`src/rtl/alex_axilite_wr_q.sv`:
```
// AXI-Lite write slave feeding a single-beat register bus. AW, W and B each sit in
// their own circular queue; one register write is in flight at a time, guarded by an
// address-window check (DECERR) and an ack timeout (SLVERR).
module alex_axilite_wr_q #(
  parameter int unsigned           DATA_WIDTH = 32,
  parameter int unsigned           ADDR_WIDTH = 40,
  parameter int unsigned           STRB_WIDTH = DATA_WIDTH / 8,
  parameter int unsigned           AW_DEPTH   = 4,
  parameter int unsigned           W_DEPTH    = 4,
  parameter int unsigned           B_DEPTH    = 4,
  parameter int unsigned           TIMEOUT    = 16,
  parameter logic [ADDR_WIDTH-1:0] ADDR_BASE  = '0,
  parameter logic [ADDR_WIDTH-1:0] ADDR_SPAN  = ADDR_WIDTH'(1024)
) (
  input  logic                  clk,
  input  logic                  rstn,
  input  logic [ADDR_WIDTH-1:0] s_axil_awaddr,
  input  logic [2:0]            s_axil_awprot,
  input  logic                  s_axil_awvalid,
  output logic                  s_axil_awready,
  input  logic [DATA_WIDTH-1:0] s_axil_wdata,
  input  logic [STRB_WIDTH-1:0] s_axil_wstrb,
  input  logic                  s_axil_wvalid,
  output logic                  s_axil_wready,
  output logic [1:0]            s_axil_bresp,
  output logic                  s_axil_bvalid,
  input  logic                  s_axil_bready,
  output logic [ADDR_WIDTH-1:0] reg_wr_addr,
  output logic [DATA_WIDTH-1:0] reg_wr_data,
  output logic [STRB_WIDTH-1:0] reg_wr_strb,
  output logic                  reg_wr_en,
  input  logic                  reg_wr_wait,
  input  logic                  reg_wr_ack,
  output logic [7:0]            err_count
);

  localparam int unsigned AwPw   = $clog2(AW_DEPTH);
  localparam int unsigned WPw    = $clog2(W_DEPTH);
  localparam int unsigned BPw    = $clog2(B_DEPTH);
  localparam int unsigned TimerW = (TIMEOUT > 1) ? $clog2(TIMEOUT) : 1;
  localparam logic [TimerW-1:0] TimerLoad = TimerW'(TIMEOUT - 1);

  typedef enum logic [0:0] {StIdle, StIssue} state_e;

  logic unused_prot;
  assign unused_prot = ^s_axil_awprot;

  // Queue storage and pointers; pointers carry one wrap bit to tell full from empty.
  logic [ADDR_WIDTH-1:0]            aw_mem_q [AW_DEPTH];
  logic [STRB_WIDTH+DATA_WIDTH-1:0] w_mem_q  [W_DEPTH];
  logic [1:0]                       b_mem_q  [B_DEPTH];

  logic [AwPw:0] aw_wptr_q, aw_wptr_d, aw_rptr_q, aw_rptr_d;
  logic [WPw:0]  w_wptr_q, w_wptr_d, w_rptr_q, w_rptr_d;
  logic [BPw:0]  b_wptr_q, b_wptr_d, b_rptr_q, b_rptr_d;

  logic aw_empty, aw_full, w_empty, w_full, b_empty, b_full;
  logic aw_push, aw_pop, w_push, w_pop, b_push, b_pop;
  logic [1:0] b_push_resp;

  logic [ADDR_WIDTH-1:0] aw_head, aw_off;
  logic [DATA_WIDTH-1:0] w_head_data;
  logic [STRB_WIDTH-1:0] w_head_strb;
  logic                  aw_in_range;

  state_e                state_q, state_d;
  logic                  en_q, en_d;
  logic [ADDR_WIDTH-1:0] addr_q, addr_d;
  logic [DATA_WIDTH-1:0] data_q, data_d;
  logic [STRB_WIDTH-1:0] strb_q, strb_d;
  logic [TimerW-1:0]     timer_q, timer_d;
  logic [7:0]            err_q, err_d;

  assign aw_empty = (aw_wptr_q == aw_rptr_q);
  assign aw_full  = (aw_wptr_q == {~aw_rptr_q[AwPw], aw_rptr_q[AwPw-1:0]});
  assign w_empty  = (w_wptr_q == w_rptr_q);
  assign w_full   = (w_wptr_q == {~w_rptr_q[WPw], w_rptr_q[WPw-1:0]});
  assign b_empty  = (b_wptr_q == b_rptr_q);
  assign b_full   = (b_wptr_q == {~b_rptr_q[BPw], b_rptr_q[BPw-1:0]});

  assign s_axil_awready = !aw_full;
  assign s_axil_wready  = !w_full;
  assign s_axil_bvalid  = !b_empty;
  assign s_axil_bresp   = b_mem_q[b_rptr_q[BPw-1:0]];

  assign aw_push = s_axil_awvalid && !aw_full;
  assign w_push  = s_axil_wvalid && !w_full;
  assign b_pop   = !b_empty && s_axil_bready;

  assign aw_head                    = aw_mem_q[aw_rptr_q[AwPw-1:0]];
  assign {w_head_strb, w_head_data} = w_mem_q[w_rptr_q[WPw-1:0]];

  // Wrapping subtraction makes addresses below the base look huge, so one compare suffices.
  assign aw_off      = aw_head - ADDR_BASE;
  assign aw_in_range = aw_off < ADDR_SPAN;

  assign aw_wptr_d = aw_push ? aw_wptr_q + (AwPw+1)'(1) : aw_wptr_q;
  assign aw_rptr_d = aw_pop  ? aw_rptr_q + (AwPw+1)'(1) : aw_rptr_q;
  assign w_wptr_d  = w_push  ? w_wptr_q + (WPw+1)'(1) : w_wptr_q;
  assign w_rptr_d  = w_pop   ? w_rptr_q + (WPw+1)'(1) : w_rptr_q;
  assign b_wptr_d  = b_push  ? b_wptr_q + (BPw+1)'(1) : b_wptr_q;
  assign b_rptr_d  = b_pop   ? b_rptr_q + (BPw+1)'(1) : b_rptr_q;

  // Queue payload storage; contents need no reset since pointers gate visibility.
  always_ff @(posedge clk) begin
    if (aw_push) aw_mem_q[aw_wptr_q[AwPw-1:0]] <= s_axil_awaddr;
    if (w_push)  w_mem_q[w_wptr_q[WPw-1:0]]    <= {s_axil_wstrb, s_axil_wdata};
    if (b_push)  b_mem_q[b_wptr_q[BPw-1:0]]    <= b_push_resp;
  end

  // Next-state: pair queue heads, range-check, then drive the register bus until ack/timeout.
  always_comb begin
    state_d     = state_q;
    en_d        = en_q;
    addr_d      = addr_q;
    data_d      = data_q;
    strb_d      = strb_q;
    timer_d     = timer_q;
    aw_pop      = 1'b0;
    w_pop       = 1'b0;
    b_push      = 1'b0;
    b_push_resp = 2'b00;
    unique case (state_q)
      StIdle: begin
        // !b_full here reserves the B slot this write will eventually fill.
        if (!aw_empty && !w_empty && !b_full) begin
          aw_pop = 1'b1;
          w_pop  = 1'b1;
          if (aw_in_range) begin
            state_d = StIssue;
            en_d    = 1'b1;
            addr_d  = aw_head;
            data_d  = w_head_data;
            strb_d  = w_head_strb;
            timer_d = TimerLoad;
          end else begin
            b_push      = 1'b1;
            b_push_resp = 2'b11;
          end
        end
      end
      StIssue: begin
        if (reg_wr_ack) begin
          b_push      = 1'b1;
          b_push_resp = 2'b00;
          state_d     = StIdle;
          en_d        = 1'b0;
        end else if (!reg_wr_wait) begin
          if (timer_q == '0) begin
            b_push      = 1'b1;
            b_push_resp = 2'b10;
            state_d     = StIdle;
            en_d        = 1'b0;
          end else begin
            timer_d = timer_q - TimerW'(1);
          end
        end
      end
      default: state_d = StIdle;
    endcase
  end

  // Saturating error counter.
  always_comb begin
    err_d = err_q;
    if (b_push && (b_push_resp != 2'b00) && (err_q != 8'hff)) err_d = err_q + 8'd1;
  end

  // State, pointers and registered outputs.
  always_ff @(posedge clk or negedge rstn) begin
    if (!rstn) begin
      state_q   <= StIdle;
      en_q      <= 1'b0;
      addr_q    <= '0;
      data_q    <= '0;
      strb_q    <= '0;
      timer_q   <= '0;
      err_q     <= '0;
      aw_wptr_q <= '0;
      aw_rptr_q <= '0;
      w_wptr_q  <= '0;
      w_rptr_q  <= '0;
      b_wptr_q  <= '0;
      b_rptr_q  <= '0;
    end else begin
      state_q   <= state_d;
      en_q      <= en_d;
      addr_q    <= addr_d;
      data_q    <= data_d;
      strb_q    <= strb_d;
      timer_q   <= timer_d;
      err_q     <= err_d;
      aw_wptr_q <= aw_wptr_d;
      aw_rptr_q <= aw_rptr_d;
      w_wptr_q  <= w_wptr_d;
      w_rptr_q  <= w_rptr_d;
      b_wptr_q  <= b_wptr_d;
      b_rptr_q  <= b_rptr_d;
    end
  end

  assign reg_wr_en   = en_q;
  assign reg_wr_addr = addr_q;
  assign reg_wr_data = data_q;
  assign reg_wr_strb = strb_q;
  assign err_count   = err_q;

endmodule

```
`config.mk`:
```
export PLATFORM = sky130hd
export DESIGN_NAME = alex_axilite_wr_q
export DESIGN_NICKNAME = d
export VERILOG_FILES = /design/src/rtl/alex_axilite_wr_q.sv
export SDC_FILE = /design/constraint.sdc
export NUM_CORES = 1
export LEC_CHECK = 0
export BUFFER_PORTS_ARGS = -buffer_cell sky130_fd_sc_hd__clkbuf_2
export CORE_MARGIN = 2
export CORE_UTILIZATION = 52
export DETAILED_ROUTE_END_ITERATION = 10
export PLACE_DENSITY = 0.75
export SETUP_SLACK_MARGIN = 0.5
export SLEW_MARGIN = 5
export SYNTH_ARGS = -nofsm -noshare
export SYNTH_HDL_FRONTEND = slang
export SYNTH_SLANG_ARGS = --single-unit
```
`constraint.sdc`:
```
create_clock -name clk -period 2.3 [get_ports clk]
set_input_delay 0 -clock clk [delete_from_list [all_inputs] [get_ports clk]]
set_output_delay 0 -clock clk [all_outputs]
set_load 0.01 [all_outputs]
```
## Word-level counts from Yosys, hierarchy flattened

Memories as Yosys holds them, arrays and structs flattened. A register that Yosys moved wholly into a read port is not among the register bits.
Cells that the tools add are included.
W data, S select, Z words.

| word-level totals | value |
|---|---|
| bits in registers | 72 |
| RAM bits | 312 |
| input port bits | 86 |
| logic and storage cells | 98 |
| memories | 3 |

Memory list:

| memory | depth | width | read ports | clocked after memory_dff | wr ports | RTL line | source |
|---|---|---|---|---|---|---|---|
| aw_mem_q | 4 | 40 | 1 | 0 | 1 | 49 | `logic [ADDR_WIDTH-1:0] aw_mem_q [AW_DEPTH];` |
| w_mem_q | 4 | 36 | 1 | 1 | 1 | 50 | `logic [STRB_WIDTH+DATA_WIDTH-1:0] w_mem_q [W_DEPTH];` |
| b_mem_q | 4 | 2 | 1 | 0 | 1 | 51 | `logic [1:0] b_mem_q [B_DEPTH];` |

| cells by class | value |
|---|---|
| add/subtract/negate cells | 8 |
| order comparisons | 1 |
| equality and inequality tests | 14 |
| mux-type cells | 38 |
| bitwise gates (word level) | 4 |
| reduce and logical (&&, ||, !) cells | 19 |

Operators with widths:

| cell | count |
|---|---|
| $lt A40 B11 Y1 const B | 1 |
| $mux W1 | 23 |
| $mux W4 | 5 |
| $add A3 B1 Y3 const B | 6 |
| $eq A3 B3 Y1 | 6 |
| $mux W2 | 5 |
| $ne A2 B2 Y1 const B | 5 |
| $add A8 B1 Y8 const B | 1 |
| $ne A8 B8 Y1 const B | 1 |
| $pmux W4 S2 | 1 |
| $logic_and A1 B1 Y1 | 7 |
| $logic_not A1 Y1 | 7 |
| $pmux W1 S2 | 3 |
| $reduce_and A5 Y1 | 1 |
| $logic_not A4 Y1 | 1 |
| $not A1 Y1 | 4 |
| $pmux W2 S2 | 1 |
| $reduce_and A4 Y1 | 1 |
| $sub A4 B1 Y4 const B | 1 |
| $ne A3 B2 Y1 const B | 1 |
| $ne A3 B3 Y1 const B | 1 |
| $reduce_and A3 Y1 | 1 |
| $reduce_bool A2 Y1 | 1 |

## Depth between registers and ports, before layout

Gate-level depths: netlist of the first run.

| logic depth | value |
|---|---|
| depth in word-level cells | 9 |
| gate-level depth with buffers | 8 |

## Worst setup path after synthesis of the first run

OpenSTA, ideal clock, no wires.

| timing path | value |
|---|---|
| path kind | register -> register |
| from | memory aw_mem_q[2][25] |
| to | register addr_q[0], in the netlist reg_wr_addr[0] |
| setup time | 127 ps |
| arrival | 2,339 ps |
| required time | 2,173 ps |
| path slack | -166 ps |
| cell stages (with the launch flop) | 7 |
| path buffers | 1 |
| path through | edfxtp_1 > or4_1 > o41ai_2 > a31oi_1 > nor4_4 > buf_6 > mux2_1 |

| on the way | value |
|---|---|
| cells in the longest elaborated chain, start to end | 3 |

Ends and longest elaborated chain:

| element | RTL line | source |
|---|---|---|
| start, declared | 49 |  |
| $mem_v2 Z4 W40 | -- |  |
| $lt A40 B11 Y1 | 95 | `assign aw_in_range = aw_off < ADDR_SPAN;` |
| $reduce_and A3 Y1 (no line) | -- |  |
| end signal, assigned | 188 | `addr_q <= addr_d;` |
| end, declared | 68 | `logic [ADDR_WIDTH-1:0] addr_q, addr_d;` |

No other way between the ends.
A chain may end at the register's enable or synchronous reset.

## Final worst setup path of the first run

| timing path | value |
|---|---|
| from | memory aw_mem_q[0][12] |
| to | register addr_q[9], in the netlist reg_wr_addr[9] |

Same word-level chain as after synthesis.

==> results of run 1 <==
layout make-up:
class	count	area, um2
timing repair buffer	336	2850
clock inverter	16	284
multi-input combinational	300	3530
sequential	420	12100
fill	1793	8390
inverter	13	48.8
tap	384	480
clock buffer	61	1210
worst max-delay path by stage:
stage	endpoint	slack, ns	cells past startpoint
global placement	reg_wr_data[21]	-0.27	7
global route	reg_wr_data[12]	-0.34	10
CTS	reg_wr_addr[9]	-0.22	9
detailed placement	reg_wr_data[27]	-0.27	7
floorplan	reg_wr_addr[0]	-0.16	6
finish	reg_wr_addr[9]	-0.27	9
cells in the final DEF, fill, tap and decap left out, types with 3 or more instances in the layout:
cell	n
sky130_fd_sc_hd__mux2_2	6
sky130_fd_sc_hd__clkbuf_16	48
sky130_fd_sc_hd__clkbuf_1	14
sky130_fd_sc_hd__mux4_2	48
sky130_fd_sc_hd__and2_4	3
sky130_fd_sc_hd__nor4_4	4
sky130_fd_sc_hd__buf_12	17
sky130_fd_sc_hd__nor2b_1	28
sky130_fd_sc_hd__nand2b_1	3
sky130_fd_sc_hd__buf_16	8
sky130_fd_sc_hd__nor3_1	5
sky130_fd_sc_hd__nand3_1	14
sky130_fd_sc_hd__buf_4	29
sky130_fd_sc_hd__xnor2_1	11
sky130_fd_sc_hd__xor2_1	14
sky130_fd_sc_hd__nor2_1	4
sky130_fd_sc_hd__nand3b_1	3
sky130_fd_sc_hd__buf_8	5
sky130_fd_sc_hd__nor4_1	17
sky130_fd_sc_hd__bufinv_16	7
sky130_fd_sc_hd__dlygate4sd3_1	82
sky130_fd_sc_hd__o21ai_0	3
sky130_fd_sc_hd__dfrtp_2	4
sky130_fd_sc_hd__mux2_1	17
sky130_fd_sc_hd__nor4_2	8
sky130_fd_sc_hd__a211oi_2	3
sky130_fd_sc_hd__clkbuf_2	170
sky130_fd_sc_hd__mux2_4	29
sky130_fd_sc_hd__and3_4	8
sky130_fd_sc_hd__buf_6	22
sky130_fd_sc_hd__nand2_1	15
sky130_fd_sc_hd__dfrtp_1	104
sky130_fd_sc_hd__edfxtp_1	312
sky130_fd_sc_hd__ha_1	18
sky130_fd_sc_hd__inv_1	13
cells by family (layout without fill, tap and decap cells):
kind of cell,Yosys count,in the layout,share of synthesized area (%)
adder cells (fa/ha/maj),18,18,1.47
XOR/XNOR,28,28,1.60
AO/OA/AOI/OAI,24,24,1.14
flip-flops,420,420,78.8
multiplexers,100,100,10.9
AND/OR/NAND/NOR,129,130,4.90
buffers and inverters,34,426,1.14
stage by stage:
stage | instances | util (%) | setup WS (ns) | power, mW
CTS | 1520 | 70.0 | -0.222 | 24.2
detailed placement | 1321 | 58.6 | -0.267 | 15.8
global placement | 1321 | 58.6 | -0.267 | 15.6
global route | 1530 | 70.9 | -0.338 | 25.5
finish | 1530 | 70.9 | -0.271 | 24.4
floorplan | 753 | - | -0.162 | 13.8
flip-flops by register name, indices dropped and copies added, names as in the netlist, 3 cells and up:
register / cells
w_mem_q: 144
timer_q: 4
b_rptr_q: 3
aw_rptr_q: 3
reg_wr_strb: 4
aw_mem_q: 160
reg_wr_data: 32
aw_wptr_q: 3
err_count: 8
w_wptr_q: 3
b_wptr_q: 3
w_rptr_q: 3
b_mem_q: 8
reg_wr_addr: 40
per-layer routing:
metal	share of wire, %	up-vias
met2	52	265
met3	5.2	57
met5	0	-
li1	-	3684
met1	41	4227
met4	2.4	0
worst max-delay path, cell delays in order (launching register included):
cell	delay (ns)
sky130_fd_sc_hd__edfxtp_1	0.39
sky130_fd_sc_hd__or4_4	0.54
sky130_fd_sc_hd__nor4_4	0.32
sky130_fd_sc_hd__nor3_4	0.11
sky130_fd_sc_hd__nor4_4	0.23
sky130_fd_sc_hd__buf_6	0.15
sky130_fd_sc_hd__buf_12	0.12
sky130_fd_sc_hd__buf_12	0.13
sky130_fd_sc_hd__buf_16	0.14
sky130_fd_sc_hd__mux2_4	0.30
power breakdown:
group,internal (mW),total [mW],switching (mW)
clock network,4.46,7.25,2.79
logic,3.32,6.56,3.24
registers,9.98,10.6,0.612
what timing repair did:
action / in CTS / in global routing
setup endpoints to repair: 385 / 407
buffers inserted: 32 / 6
pin swaps: 17 / 7
hold endpoints to repair: 406 / 0
hold buffers: 82 / 0
cloned: 8 / 4
resized for setup: 99 / 39
==> impl_metrics.ini, run 1 <==
[logic_synthesis]
syn_inst = 753
yosysMostFrequentCell = sky130_fd_sc_hd__edfxtp_1
yosysTopAreaCellShare_pct = 61.2
synth_enable_flop_cells = 312
synthesis.area_mm2 = 0.0153
post_synth_top_flop = sky130_fd_sc_hd__edfxtp_1
synth.ff_latch_count = 420
synth_nets = 857
synth_area_leader_cell = sky130_fd_sc_hd__edfxtp_1
asyncSetResetFlopFracSynth_pct = 25.7
synthesis.area_per_instance_um2 = 20.3
synthesis.yosys.warnings = 0
synth_seq_area_share_pct = 78.8
netlist_top_cells_area = sky130_fd_sc_hd__edfxtp_1 (61%), sky130_fd_sc_hd__dfrtp_1 (18%), sky130_fd_sc_hd__mux4_2 (7.1%)
synth.lib_cells_used.distinct = 43
netlist_top_cells_count = sky130_fd_sc_hd__edfxtp_1 (312), sky130_fd_sc_hd__dfrtp_1 (108), sky130_fd_sc_hd__mux4_2 (48), sky130_fd_sc_hd__mux2_1 (44), sky130_fd_sc_hd__nor2b_1 (30)

[timing]
rsz0062_at_grt = true
timing_worst_slew_pin_value_ns = 0.603
final_hold_viol_count = 0
clock_skew_ns = 0.0338
setup_viol = 96
fin_worst_hold_slack_ns = 0.0173
fin_crit_sh_pct = 112
tns_ns = -15.94
period_needed_ns = 2.57
max_freq_mhz = 389
maxSlewViolCount = 0
layout_setup_ws_ns = -0.271
relSlewSlack_pct = 59.8

[drt]
detail-route-antenna-nets = 0
detail_route.first_pass.iterations = 5
drc = 0
dr_total_vias = 8233
avgViaCountPerCell = 5.38
route.final.wire_length_um = 31900
drt_iter0_drc = 575
routedWlPerCell_um = 20.8

[die]
die_w_um = 176
start_util_pct = 53.1
design.portCount = 176
die_area_mm2 = 0.0308
dieHeight_um = 176
core_mm2 = 0.0289
num_rows = 62

[clock_tree]
cts_tree = yes
max-clock-path-buffers = 3
cts-root-buf = sky130_fd_sc_hd__clkbuf_16
cts-buffers-inserted = 43
cts_max_level = 2
cts.reportedPaths.clkPinSlew_ns = 0.06
cts_num_sinks = 420
clock_latency_ns = 0.54

[grt]
grt_first_pass_wirelength_um = 48600
gr-total-overflow = 0
grtUsageMet2_pct = 35.1
globalRoute.busiestLayer = met2
grt_pass1_vias = 8637
use_met1_pct = 27.6
met3_usage_pct = 3.40
grt_max_degree = 52
grt_util_all_layers_pct = 20.6
initial_antenna_violation_count = 0

[setup_path]
crit_fanout = 6
cp-startpoint = aw_mem_q[0][12]
reg2reg_slack_ns = -0.27
critPathArrivalTime_ns = 2.98
timing.critical_path.from_type = register
destination_of_the_worst_register_to_register_timing_path = reg_wr_addr[9]
worst-setup-path-type = reg -> reg
rr_worst_depth = 9
worst-endpoint-required_ns = 2.71
timing.critical_path.to_type = register
rr_startpoint = aw_mem_q[0][12]

[finish]
stdcell_area_mm2 = 0.0205
design.final.nets = 1218
post_route_cells_drive_above_1_share_pct = 39.8
insertedDiodeCount = 0
layout-area-overhead-vs-synth_pct = 33.7

[place]
finalWeightedCongestion = 0.773
placement.cell_area_mm2 = 0.0169
buffer_ports.inserted = 172
detailedPlacementHpwl_um = 17400

[power]
leakage_nw = 8.00
power_density_mw_per_mm2 = 1190
ir_drop_uv = 671

[job]
drv_cap = 0

[status]
failed_checks = setup timing
result_of_the_run = finished, violations left

[worst_hold_path]
timing.hold.worst.class = in -> async
Power figures use the tool's default switching activity.
==> run 2, diff against run 1 <==
RECOVER_POWER = 50   (was default)
==> run 2 against run 1 <==
The run still ends with setup timing left; combinational power hardly changed; maximum frequency hardly changed; global-route usage stayed put; largest cell class unchanged.
==> impl_metrics.ini, run 2 (synthesized netlist as in run 1, its figures left out) <==
[timing]
layout_setup_ws_ns = -0.271
period_needed_ns = 2.57
timing_worst_slew_pin_value_ns = 1.09
tns_ns = -16.13
max_freq_mhz = 389
fin_crit_sh_pct = 112
setup_viol = 97
relSlewSlack_pct = 27.4
fin_worst_hold_slack_ns = 0.212
clock_skew_ns = 0.0338
final_hold_viol_count = 0
rsz0062_at_grt = true
maxSlewViolCount = 0

[drt]
drc = 0
dr_total_vias = 8292
route.final.wire_length_um = 31900
avgViaCountPerCell = 5.42
drt_iter0_drc = 582
detail-route-antenna-nets = 0
detail_route.first_pass.iterations = 5
routedWlPerCell_um = 20.9

[place]
buffer_ports.inserted = 172
placement.cell_area_mm2 = 0.0169
detailedPlacementHpwl_um = 17400
dp_cells = 1321
finalWeightedCongestion = 0.773

[die]
dieHeight_um = 176
die_area_mm2 = 0.0308
die_w_um = 176
design.portCount = 176
num_rows = 62
core_mm2 = 0.0289
start_util_pct = 53.1

[finish]
layout-area-overhead-vs-synth_pct = 33.0
utilization_pct = 70.6
insertedDiodeCount = 0
max_ffs_per_register = 160
stdcell_area_mm2 = 0.0204
commonest_non_fill_non_tap_cell_in_the_layout = sky130_fd_sc_hd__edfxtp_1
post_route_cells_drive_above_1_share_pct = 33.2
design.final.nets = 1218
most-common-layout-cells = sky130_fd_sc_hd__edfxtp_1 (312), sky130_fd_sc_hd__dfrtp_1 (104), sky130_fd_sc_hd__clkbuf_2 (96)
fin_cells = 1530

[setup_path]
timing.critical_path.to_type = register
critPathArrivalTime_ns = 2.98
crit_fanout = 6
timing.critical_path.slowest_cell_delay_ns = 0.54
timing.critical_path.from_type = register
crit_path_cell_trace = or4_4, nor4_4, nor3_4, nor4_4, buf_6, buf_12, buf_12, buf_16, mux2_4
destination_of_the_worst_register_to_register_timing_path = reg_wr_addr[9]
worst-setup-path-type = reg -> reg
rr_worst_depth = 9
critical_path.slowest_cell = sky130_fd_sc_hd__or4_4
rr_startpoint = aw_mem_q[0][12]
reg2reg_slack_ns = -0.27
worst-endpoint-required_ns = 2.71

[clock_tree]
cts_num_sinks = 420
cts-root-buf = sky130_fd_sc_hd__clkbuf_16
cts_tree = yes
clock_latency_ns = 0.54
cts-buffers-inserted = 43
max-clock-path-buffers = 3
cts.reportedPaths.clkPinSlew_ns = 0.06
cts_max_level = 2

[power]
leakage_nw = 7.76
power_density_mw_per_mm2 = 1200
ir_drop_uv = 670

[grt]
grt_max_degree = 52
grt_first_pass_wirelength_um = 48600
grt_pass1_vias = 8637
initial_antenna_violation_count = 0
grt_util_all_layers_pct = 20.6
gr-total-overflow = 0

[job]
drv_cap = 0

[status]
result_of_the_run = finished, violations left
failed_checks = setup timing

[worst_hold_path]
timing.hold.worst.class = in -> async
==> run 2: changes by cell type in the layout (fill, tap and decap cells not counted) <==
cell / previous run / this run
sky130_fd_sc_hd__buf_12: 17 / 16
sky130_fd_sc_hd__clkbuf_4: 0 / 1
sky130_fd_sc_hd__clkbuf_2: 170 / 96
sky130_fd_sc_hd__buf_4: 29 / 27
sky130_fd_sc_hd__clkbuf_1: 14 / 90
==> run 2: per-stage QoR <==
step / total power, mW / setup slack (ns)
floorplan: 13.8 / -0.162
global placement: 15.6 / -0.267
detailed placement: 15.8 / -0.267
CTS: 24.2 / -0.222
global route: 25.5 / -0.338
finish: 24.4 / -0.271
==> run 2: cell type report <==
| type | count | area (um2) |
|---|---|---|
| timing repair buffer | 336 | 2740 |
| tap | 384 | 480 |
| inverter | 13 | 48.8 |
| sequential | 420 | 12100 |
| multi-input combinational | 300 | 3530 |
| fill | 1827 | 8500 |
| clock buffer | 61 | 1210 |
| clock inverter | 16 | 284 |
==> run 2: critical path, delay by kind of cell, from the launching register on <==
family,cells,cell delay (ns)
buf+inv,4,0.54
flops,1,0.39
mux,1,0.30
simple gates,4,1.20
==> run 2: routing by layer <==
layer	part of all wire, %	up-vias	global-route usage [%]
li1	-	3678	-
met1	40	4257	27.6
met2	52	300	35.1
met3	5.6	57	3.40
met4	2.4	0	6.51
met5	0	-	0
==> run 2: power breakdown <==
| group | internal (mW) | switching [mW] | total (mW) |
|---|---|---|---|
| Combinational | 3.30 | 3.25 | 6.54 |
| Clock | 4.46 | 2.79 | 7.25 |
| Sequential | 9.98 | 0.611 | 10.6 |
| Total | 17.7 | 6.64 | 24.4 |
==> run 2: worst max-delay path by stage <==
stage / startpoint / end / slack (ns) / cells after the start
CTS: aw_mem_q[0][17] / reg_wr_addr[9] / -0.22 / 9
detailed placement: aw_mem_q[0][27] / reg_wr_data[27] / -0.27 / 7
floorplan: aw_mem_q[2][25] / reg_wr_addr[0] / -0.16 / 6
global placement: aw_mem_q[0][27] / reg_wr_data[21] / -0.27 / 7
finish: aw_mem_q[0][12] / reg_wr_addr[9] / -0.27 / 9
global route: aw_mem_q[0][37] / reg_wr_data[12] / -0.34 / 10
==> run 2: what timing repair did <==
item / in CTS / in global routing
resized for setup: 99 / 39
setup endpoints to repair: 385 / 407
cloned: 8 / 4
buffers inserted: 32 / 6
hold buffers: 82 / 0
endpoints found under the hold margin: 406 / 0
pin swaps: 17 / 7
==> run 3, diff against run 2 <==
ABC_AREA = 1   (was default)
CORE_UTILIZATION = 53   (was 52)
PLACE_DENSITY = 0.76   (was 0.75)
==> run 3 against run 2 <==
Sequential power is essentially flat; the flow still finishes with violations (setup timing); largest cell class unchanged; critical path depth grew 8; clock skew shrank 0.015 ns; critical endpoint is now reg_wr_data[12]; sequential share of layout area shrank 3.2 points; first-iteration DRC count grew 41%; synthesized area grew 11%; die area grew 8.2%; global-route usage grew 2.4 points; synthesized cell count grew 87%; setup slack gained 0.22 ns; register-to-register slack gained 0.22 ns.
==> impl_metrics.ini, run 3 <==
[status]
result_of_the_run = finished, violations left
failed_checks = setup timing

[die]
design.portCount = 176
core_mm2 = 0.0315
die_w_um = 183
start_util_pct = 53.8
die_area_mm2 = 0.0334
num_rows = 65
dieHeight_um = 183

[place]
buffer_ports.inserted = 172
finalWeightedCongestion = 0.733
detailedPlacementHpwl_um = 20300
dp_cells = 1970

[drt]
routedWlPerCell_um = 17.8
detail_route.first_pass.iterations = 5
dr_total_vias = 11400
route.final.wire_length_um = 38500
detail-route-antenna-nets = 0
drc = 0
drt_iter0_drc = 823
avgViaCountPerCell = 5.27

[timing]
layout_setup_ws_ns = -0.0480
maxSlewViolCount = 0
timing_worst_slew_pin_value_ns = 1.20
setup_viol = 13
max_freq_mhz = 426
final_hold_viol_count = 0
relSlewSlack_pct = 19.8
rsz0062_at_grt = true
fin_crit_sh_pct = 102
clock_skew_ns = 0.0185
tns_ns = -0.466
period_needed_ns = 2.35

[logic_synthesis]
synthesis.area_mm2 = 0.0169
synth.lib_cells_used.distinct = 30
asyncSetResetFlopFracSynth_pct = 25.7
netlist_top_cells_area = sky130_fd_sc_hd__edfxtp_1 (55%), sky130_fd_sc_hd__dfrtp_1 (16%), sky130_fd_sc_hd__nand2_1 (5.9%)
synthesis.yosys.warnings = 0
netlist_top_cells_count = sky130_fd_sc_hd__edfxtp_1 (312), sky130_fd_sc_hd__nand2_1 (267), sky130_fd_sc_hd__nor2_1 (126), sky130_fd_sc_hd__inv_1 (114), sky130_fd_sc_hd__dfrtp_1 (108)
synth_seq_area_share_pct = 71.4
synth_enable_flop_cells = 312
yosysMostFrequentCell = sky130_fd_sc_hd__edfxtp_1
synth_nets = 1514
syn_inst = 1410
synth_area_leader_cell = sky130_fd_sc_hd__edfxtp_1
synthesis.area_per_instance_um2 = 12.0
post_synth_top_flop = sky130_fd_sc_hd__edfxtp_1
yosysTopAreaCellShare_pct = 55.4
synth.ff_latch_count = 420

[setup_path]
timing.critical_path.from_type = register
worst-setup-path-type = reg -> reg
crit_fanout = 8
critPathArrivalTime_ns = 2.79
worst-endpoint-required_ns = 2.74
timing.critical_path.to_type = register

[clock_tree]
cts-buffers-inserted = 42
cts_tree = yes
cts_num_sinks = 420
cts-root-buf = sky130_fd_sc_hd__clkbuf_16
max-clock-path-buffers = 3
cts.reportedPaths.clkPinSlew_ns = 0.06
cts_max_level = 2
clock_latency_ns = 0.55

[grt]
grt_pass1_vias = 11700
initial_antenna_violation_count = 2
grt_util_all_layers_pct = 23.0
gr-total-overflow = 0
grt_max_degree = 75
grt_first_pass_wirelength_um = 60300

[power]
ir_drop_uv = 805
power_density_mw_per_mm2 = 1200
leakage_nw = 9.12

[finish]
max_ffs_per_register = 160
layout-area-overhead-vs-synth_pct = 27.1
design.final.nets = 1827
layout.filler_cells = 2113
most-common-layout-cells = sky130_fd_sc_hd__edfxtp_1 (312), sky130_fd_sc_hd__nand2_1 (245), sky130_fd_sc_hd__inv_1 (113), sky130_fd_sc_hd__nor2_1 (113), sky130_fd_sc_hd__dfrtp_1 (106)
commonest_non_fill_non_tap_cell_in_the_layout = sky130_fd_sc_hd__edfxtp_1
fin_cells = 2162
seqCellArea_mm2 = 0.0121
post_route_cells_drive_above_1_share_pct = 23.4
multiInputGateArea_mm2 = 0.00410

[job]
drv_cap = 0

[worst_hold_path]
timing.hold.worst.class = in -> async
run 3: changes by cell type in the layout (fill, tap and decap cells not counted), sizes merged, moves of 7 or more:
| cell | delta |
|---|---|
| nand2 | +291 |
| inv | +150 |
| o21ai | +144 |
| nor2 | +123 |
| nand3 | +67 |
| mux2 | -52 |
| mux4 | -48 |
| o22ai | +47 |
| nor2b | -30 |
| nor4 | -29 |
| and3 | -10 |
| clkinv | +9 |
| xnor2 | -9 |
| buf | -7 |
run 3: through the flow:
step                      hold slack, ns  util, %  setup WS [ns]  power [mW]  area (um2)
after floorplan                   -0.296        -          0.311        15.5       17100
after global placement            0.0634     59.3       -0.00652        17.8       18700
after detailed placement          0.0707     59.3        -0.0535        18.0       18700
after CTS                         0.0347     68.2         0.0297        25.5       21500
after global routing               0.246     68.3         -0.181        27.3       21500
final                              0.239     68.3        -0.0480        25.9       21500
run 3: kinds of logic after synthesis:
logic type      count (synthesis)  share of synthesized area [%]
flops                         420                           71.4
simple gates                  525                           13.1
xor+xnor                       22                           1.14
buf+inv                       224                           5.78
fa+ha+maj                      18                           1.33
compound gates                201                           7.28
run 3: timing repair:
| item | CTS | global route |
|---|---|---|
| hold buffers | 83 | 0 |
| cloned | 9 | 2 |
| setup endpoints to repair | 277 | 393 |
| buffers inserted | 12 | 5 |
| pin swaps | 24 | 17 |
| endpoints found under the hold margin | 430 | 0 |
| resized for setup | 44 | 22 |
run 3: power breakdown:
group          total [mW]  internal [mW]  switching (mW)
Clock                6.93           4.01            2.92
Combinational        8.53           3.08            5.45
Sequential           10.4           9.87           0.547
Total                25.9           17.0            8.92
run 3: cell type report:
cell class	count	area share, %
sequential	420	56.2
multi-input combinational	766	19.1
timing repair buffer	331	12.9
clock buffer	58	5.70
inverter	162	2.89
tap	402	2.34
clock inverter	20	0.925
antenna	3	0.0349
run 3: routing by layer:
metal	part of all wire [%]	global-route usage, %
met5	0	0
met4	2.6	7.68
met3	5.9	2.91
met2	52	41.3
met1	39	29.0
run 3: path summary, 6_finish.rpt:
path | startpoint | endpoint | slack, ns | depth (start not counted)
max in group asynchronous | rstn | reg_wr_addr[23] | 0.55 | 3
min in group clk | s_axil_wdata[4] | w_mem_q[0][4] | 0.25 | 2
min reg2reg | reg_wr_addr[14] | reg_wr_addr[14] | 0.46 | 2
max reg2reg | aw_rptr_q[0] | reg_wr_data[12] | -0.05 | 17
max | aw_rptr_q[0] | reg_wr_data[12] | -0.05 | 17
min | rstn | reg_wr_data[7] | 0.24 | 2
run 3: critical path, cell delays in order (launching register included):
cell and delay [ns]:
sky130_fd_sc_hd__dfrtp_2 0.49, sky130_fd_sc_hd__buf_12 0.18, sky130_fd_sc_hd__buf_12 0.14, sky130_fd_sc_hd__nand2_4 0.05, sky130_fd_sc_hd__nand3_2 0.08, sky130_fd_sc_hd__nand2_1 0.08, sky130_fd_sc_hd__nand2_1 0.06, sky130_fd_sc_hd__nor2_2 0.15
sky130_fd_sc_hd__nand2_2 0.08, sky130_fd_sc_hd__nor2_4 0.19, sky130_fd_sc_hd__nand3_4 0.12, sky130_fd_sc_hd__inv_8 0.11, sky130_fd_sc_hd__buf_12 0.11, sky130_fd_sc_hd__buf_12 0.11, sky130_fd_sc_hd__buf_16 0.13, sky130_fd_sc_hd__nand2_2 0.05
sky130_fd_sc_hd__o21ai_2 0.05, sky130_fd_sc_hd__inv_2 0.04
